File: config.mk
export PLATFORM = sky130hd
export DESIGN_NAME = prewish5k_button_mask_latch
export DESIGN_NICKNAME = d
export VERILOG_FILES = /design/src/rtl/prewish5k_pkg.sv /design/src/rtl/prewish5k_sync2.sv /design/src/rtl/prewish5k_button_mask_latch.sv
export SDC_FILE = /design/constraint.sdc
export NUM_CORES = 1
export LEC_CHECK = 0
export CAP_MARGIN = 20
export CORE_MARGIN = 2
export CORE_UTILIZATION = 40
export DETAILED_ROUTE_END_ITERATION = 6
export HOLD_SLACK_MARGIN = 0.1
export MAX_ROUTING_LAYER = met4
export PLACE_DENSITY = 0.55
export SLEW_MARGIN = 20
export SYNTH_ARGS = -nofsm -noshare
export SYNTH_HDL_FRONTEND = slang
export SYNTH_SLANG_ARGS = --single-unit
File: constraint.sdc
create_clock -name i_clk -period 2.25 [get_ports i_clk]
set_input_delay 0.45 -clock i_clk [delete_from_list [all_inputs] [get_ports i_clk]]
set_output_delay 0.45 -clock i_clk [all_outputs]
set_load 0.01 [all_outputs]
File: src/rtl/prewish5k_pkg.sv
// rtl/prewish5k_pkg.sv - shared FSM encoding, mask width and default timing for the prewish5k front end
package prewish5k_pkg;

  localparam int MASK_W            = 8;
  localparam int DEF_DEBOUNCE_BITS = 20;
  localparam int DEF_LOCKOUT_BITS  = 22;

  typedef logic [2:0] state_t;

  localparam state_t ST_IDLE      = 3'd0;
  localparam state_t ST_DEB_PRESS = 3'd1;
  localparam state_t ST_STROBE    = 3'd2;
  localparam state_t ST_WAIT_REL  = 3'd3;
  localparam state_t ST_LOCKOUT   = 3'd4;

endpackage

File: src/rtl/prewish5k_sync2.sv
// rtl/prewish5k_sync2.sv - two-flop synchronizer with configurable width and reset value
module prewish5k_sync2 #(
  parameter int               WIDTH   = 1,
  parameter logic [WIDTH-1:0] RST_VAL = '0
) (
  input  logic             clk,
  input  logic             rst_n,
  input  logic [WIDTH-1:0] d,
  output logic [WIDTH-1:0] q
);

  logic [WIDTH-1:0] meta;

  always_ff @(posedge clk or negedge rst_n) begin
    if (!rst_n) begin
      meta <= RST_VAL;
      q    <= RST_VAL;
    end else begin
      meta <= d;
      q    <= meta;
    end
  end

endmodule

File: src/rtl/prewish5k_button_mask_latch.sv
// rtl/prewish5k_button_mask_latch.sv - debounced button captures inverted DIP mask with strobe
// Optional consumer handshake: define PREWISH5K_MASK_ACK_EN to add i_ack and hold o_stb until acked.
module prewish5k_button_mask_latch
  import prewish5k_pkg::*;
#(
  parameter int DEBOUNCE_BITS = DEF_DEBOUNCE_BITS,
  parameter int LOCKOUT_BITS  = DEF_LOCKOUT_BITS
) (
  input  logic              i_clk,
  input  logic              i_rst_n,
  input  logic              i_button,
  input  logic [MASK_W-1:0] i_dip,
  output logic              o_stb,
  output logic [MASK_W-1:0] o_data,
`ifdef PREWISH5K_MASK_ACK_EN
  output logic              o_busy,
  input  logic              i_ack
`else
  output logic              o_busy
`endif
);

  localparam int CNT_W = (DEBOUNCE_BITS > LOCKOUT_BITS) ? DEBOUNCE_BITS : LOCKOUT_BITS;
  localparam logic [CNT_W-1:0] DEB_TERM  = CNT_W'((64'd1 << DEBOUNCE_BITS) - 64'd1);
  localparam logic [CNT_W-1:0] LOCK_TERM = CNT_W'((64'd1 << LOCKOUT_BITS) - 64'd1);

  logic              btn_s;
  logic [MASK_W-1:0] dip_s;
  state_t            state;
  state_t            state_next;
  logic [CNT_W-1:0]  cnt;
  logic              cnt_clr;
  logic              cnt_inc;
  logic              capture;
  logic              stb_q;

  prewish5k_sync2 #(.WIDTH(1), .RST_VAL(1'b1)) u_sync_btn (
    .clk   (i_clk),
    .rst_n (i_rst_n),
    .d     (i_button),
    .q     (btn_s)
  );

  prewish5k_sync2 #(.WIDTH(MASK_W), .RST_VAL({MASK_W{1'b1}})) u_sync_dip (
    .clk   (i_clk),
    .rst_n (i_rst_n),
    .d     (i_dip),
    .q     (dip_s)
  );

  always_ff @(posedge i_clk or negedge i_rst_n) begin
    if (!i_rst_n) state <= ST_IDLE;
    else          state <= state_next;
  end

  // Every state change clears the counter, so it only ever counts the dwell in one state.
  always_comb begin
    state_next = state;
    cnt_clr    = 1'b0;
    cnt_inc    = 1'b0;
    capture    = 1'b0;
    case (state)
      ST_IDLE: begin
        if (!btn_s) begin
          state_next = ST_DEB_PRESS;
          cnt_clr    = 1'b1;
        end
      end
      ST_DEB_PRESS: begin
        if (btn_s) begin
          state_next = ST_IDLE;
          cnt_clr    = 1'b1;
        end else if (cnt == DEB_TERM) begin
          state_next = ST_STROBE;
          cnt_clr    = 1'b1;
          capture    = 1'b1;
        end else begin
          cnt_inc = 1'b1;
        end
      end
      ST_STROBE: begin
`ifdef PREWISH5K_MASK_ACK_EN
        if (i_ack) begin
          state_next = ST_WAIT_REL;
          cnt_clr    = 1'b1;
        end
`else
        state_next = ST_WAIT_REL;
        cnt_clr    = 1'b1;
`endif
      end
      ST_WAIT_REL: begin
        if (!btn_s) begin
          cnt_clr = 1'b1;
        end else if (cnt == DEB_TERM) begin
          state_next = ST_LOCKOUT;
          cnt_clr    = 1'b1;
        end else begin
          cnt_inc = 1'b1;
        end
      end
      ST_LOCKOUT: begin
        // A button still low at the end means held or re-pressed: demand a fresh release.
        if (cnt == LOCK_TERM) begin
          state_next = btn_s ? ST_IDLE : ST_WAIT_REL;
          cnt_clr    = 1'b1;
        end else begin
          cnt_inc = 1'b1;
        end
      end
      default: begin
        state_next = ST_IDLE;
        cnt_clr    = 1'b1;
      end
    endcase
  end

  always_ff @(posedge i_clk or negedge i_rst_n) begin
    if (!i_rst_n) begin
      cnt    <= '0;
      o_data <= '0;
      stb_q  <= 1'b0;
    end else begin
      if (cnt_clr)      cnt <= '0;
      else if (cnt_inc) cnt <= cnt + 1'b1;
      if (capture)      o_data <= ~dip_s;
      stb_q <= (state_next == ST_STROBE);
    end
  end

  always_comb begin
    o_stb  = stb_q;
    o_busy = (state != ST_IDLE);
  end

endmodule

# After elaboration in Yosys (flattened, before gate mapping)
# Cells that the tools add are included.
[totals] regBits=52 word_cells=43
[classes] reduce_logical=3 eq_ne=7 n_addsub=1 muxes=23 bitwise=1
[ops] op="$mux W22" count=2
[ops] op="$add A22 B1 Y22 const B" count=1
[ops] op="$eq A22 B20 Y1 const B" count=1
[ops] op="$eq A22 B22 Y1 const B" count=1
[ops] op="$mux W3" count=6
[ops] op="$pmux W3 S5" count=1
[ops] op="$mux W1" count=11
[ops] op="$eq A3 B2 Y1 const B" count=3
[ops] op="$not A8 Y8" count=1
[ops] op="$pmux W1 S4" count=1
[ops] op="$eq A3 B1 Y1 const B" count=1
[ops] op="$eq A3 B3 Y1 const B" count=1
[ops] op="$logic_not A3 Y1" count=1
[ops] op="$pmux W1 S3" count=1
[ops] op="$reduce_bool A3 Y1" count=1
[ops] op="$mux W2" count=1
[ops] op="$reduce_bool A2 Y1" count=1

# Logic depth before layout (Yosys ltp)
[logic_depth] ltp_word=6 ltp_mapped=9 depth_no_buf=7

# By module
# From an unflattened synthesis, not the netlist that was laid out.
[hier_totals] hier_cells=214 area_unflattened_um2=2275.9
[by_module_without_submodules] module="prewish5k_button_mask_latch" instances=1 area_each_um2=1803.0 cells_each=196
[by_module_without_submodules] module="prewish5k_sync2 (u_sync_dip)" instances=1 area_each_um2=420.4 cells_each=16
[by_module_without_submodules] module="prewish5k_sync2 (u_sync_btn)" instances=1 area_each_um2=52.6 cells_each=2

# Worst setup path after synthesis
# Ideal clock, no wire load.
[synth_timing] path_kind="reg-to-reg" start="register cnt[0]" end="register cnt[1]" setup_ns=0.127 period_less_slack_ns=2.002 t_arrival_ns=1.875 stages_incl_launch_ff=10 slack_ns=0.248 path_cell_list="dfrtp_1 ha_1 and3_1 buf_2 nand3_1 o31a_4 buf_6 nor3_4 buf_6 o22ai_1"
[synth_between] elab_chain_len=5
[synth_lines] element="start: declaration" line="prewish5k_button_mask_latch.sv:31" source="logic [CNT_W-1:0] cnt;"
[synth_lines] element="start signal: assignment" line="prewish5k_button_mask_latch.sv:125" source="else if (cnt_inc) cnt <= cnt + 1'b1;"
[synth_lines] element="branches (longest 5 deep; another with $add A22 B1 Y22)"
# Parallel ways; which one is timed is not known. The select of a mux whose other input is x is not followed.
# A chain may end at the register's enable or synchronous reset.

# Worst setup path after layout
[layout_timing] start="register cnt[5]" end="register cnt[12]"
# The elaborated chain is that of the path after synthesis.

==> flow_summary.ini <==
[sta]
slew_headroom_pct = 57.3
tns_ns = 0
drv_slew = 0
clock.fmax_mhz = 473
rsz0062_at_grt = no
finalCriticalPeriod_ns = 2.11
setup_viol = 0
period_share_pct = 93.9
final-hold-violation-count = 0
skew_ns = 0.00731
tightest_slew_ns = 0.640

[clock_tree]
cts_root_buf = clkbuf_8
cts_inserted_buffers = 5
cts_buffer_depth = 2
cts.clk_slew.worst_paths_ns = 0.09
ctsHtreeMaxLevel = 2
cts_tree = built
cts_sinks = 52
cts_hold_buf = 0
clk_latency_ns = 0.30

[power]
p_switching_mw = 0.368
pwr-share-comb_pct = 5.9
vdd_drop_max_v = 0.000304
pwr-share-clk_pct = 32.7
internal_power_mw = 1.23
power_leakage_nw = 1.13
seqPwrFrac_pct = 61.4
switching_share_pct = 23.0
power-per-cell-area_nw_per_um2 = 587
power_mw = 1.60

[die]
die_y_um = 79.9
core_region_area_um2 = 5540
rows = 27
fp.dieW_um = 79.9
boundaryPins = 21
initial_core_util_pct = 41.6
die-area_um2 = 6390

[yosys]
ys_warn_count = 0
ys_types = 45
synthCells = 203
synth_seq_area_share_pct = 57.4
synth_edf_count = 0
synth.avg_cell_area_um2 = 11.4
synth_async_sr_flop_share_pct = 100
synth_ff_type = dfrtp_1
ys_ff_latch = 52
synth_nets = 215
synth_area_um2 = 2310

[critical_path]
worstPathMaxFanout = 6
crit_path_end_kind = flip-flop
arrival_ns = 2.31
cp.required_ns = 2.45
cp-start-kind = flip-flop
worst-setup-path-type = flip-flop to flip-flop

[final_layout]
final_nets = 248
multiInputGateArea_um2 = 912
diodes = 0
layout.filler_cells = 515
drive_gt1_share_pct = 22.4
design_area_um2 = 2730
area_delta_synth_final_pct = 18.4
seq_area_um2 = 1320

[routing]
wl_per_cell_um = 14.4
drt_first_iter_violations = 119
drt_first_pass_iters = 4
wl_mm = 4.44
drc = 0
avgViaCountPerCell = 5.47
detail-route-antenna-nets = 0
vias = 1689

[grt]
grt_pass1_wl_mm = 7.65
track_usage_pct = 15.7
grt_pass1_vias = 1607
antenna_found_initial = 0
overflow = 0
grt_max_degree = 53

[placement]
hpwl_mm = 3.08
gp_routability_congestion = 0.878
place.port_buffers = 20
place_area_um2 = 2610

[min_path]
hp-class = input port to async pin

[run_status]
outcome = finished clean

[job]
cap_viol_max_count = 0
## path summary, 6_finish.rpt
kind | from | end | slack [ns] | cells past startpoint
setup reg to reg | cnt[5] | cnt[12] | 0.14 | 7
max in group asynchronous | i_rst_n | cnt[0] | 1.57 | 2
hold reg to reg | u_sync_dip.meta[7] | u_sync_dip.q[7] | 0.36 | 0
min in group i_clk | u_sync_dip.meta[7] | u_sync_dip.q[7] | 0.36 | 0
hold / removal | i_rst_n | o_data[3] | 0.24 | 2
setup / recovery | cnt[5] | cnt[12] | 0.14 | 7
## state kept, by name (all words and copies together) (netlist names)
signal           cells
cnt                 22
o_data               8
u_sync_dip.meta      8
u_sync_dip.q         8
state                3
o_stb                1
u_sync_btn.meta      1
u_sync_btn.q         1
## layer usage
metal	GRT usage (%)	share of wire, %
met5	-	0
met4	4.92	1.1
met3	3.39	3.9
met2	22.8	47
met1	22.2	48
## cell type report
type | instances | share of cell area [%]
Clock buffer | 6 | 2.66
Clock inverter | 2 | 0.596
Inverter | 4 | 0.550
Multi-Input combinational cell | 139 | 33.4
Sequential cell | 52 | 48.5
Tap cell | 72 | 3.30
Timing Repair Buffer | 34 | 11.0
## cells in the mapped netlist, types with 2 or more instances
library cell  number  area [um^2]
buf_6              3         33.8
buf_2              4         20.0
or3_1              9         56.3
o211ai_1           4         30.0
inv_1              4         15.0
o22ai_1            2         12.5
nor4_1             2         12.5
and4_1             3         26.3
a21oi_1           12         60.1
o31ai_1            2         15.0
nor2_1            13         48.8
xor2_1             9         78.8
o21ai_0           12         60.1
nand3_1            7         35.0
and4_4             2         22.5
and2_1             2         12.5
or4_1              2         15.0
nand2_1           16         60.1
dfstp_2           18          473
o2111ai_1          4         35.0
and3_1             6         37.5
dfrtp_1           34          851
nor3_1             2         10.0
o21ai_1            8         40.0
nand4_1            3         18.8
## cells by family after synthesis
family | after synthesis | synth area share (%)
AO/OA/AOI/OAI | 55 | 16.9
AND/OR/NAND/NOR | 74 | 18.4
adder cells (fa/ha/maj) | 1 | 0.543
XOR/XNOR | 9 | 3.42
flip-flops | 52 | 57.4
buffers and inverters | 12 | 3.31
## cell usage in the layout (no fill, tap or decap), drive strengths merged, types with 9 or more instances in the layout
cell type,netlist,layout
nor2,14,14
o21ai,21,21
nand2,16,16
xor2,9,9
clkdlybuf4s50,0,19
dfstp,18,18
dfrtp,34,34
a21oi,12,12
buf,8,15
or3,9,9
## worst max-delay path, cell delays in order (launching register included)
cell,delay (ns)
dfrtp_1,0.44
and4_4,0.30
and4_1,0.42
a31oi_4,0.22
buf_4,0.20
o2111ai_1,0.21
xor2_1,0.17
nor2_1,0.05
## what timing repair did
item | in CTS | in global routing
resized for setup | 0 | 1
setup buffers | 0 | 4
setup endpoints to repair | 0 | 27
## metrics by stage
stage / utilization, % / worst slack (ns) / std cells / hold WS, ns
after floorplan: - / 0.248 / 203 / 0.154
after CTS: 48.6 / 0.0303 / 305 / 0.261
after global placement: 47.0 / 0.107 / 297 / 0.346
final: 49.3 / 0.137 / 309 / 0.237
after global routing: 49.3 / 0.00305 / 309 / 0.285
after detailed placement: 47.0 / 0.0326 / 297 / 0.348
## power groups by stage
stage	combinational, mW	sequential (mW)	clock (mW)
floorplan	0.0412	0.997	0
global placement	0.0834	0.999	0
detailed placement	0.0873	1.00	0
CTS	0.0877	0.984	0.550
global route	0.104	0.987	0.586
finish	0.0937	0.984	0.524
Note: power is estimated with default switching activity, not from simulation.
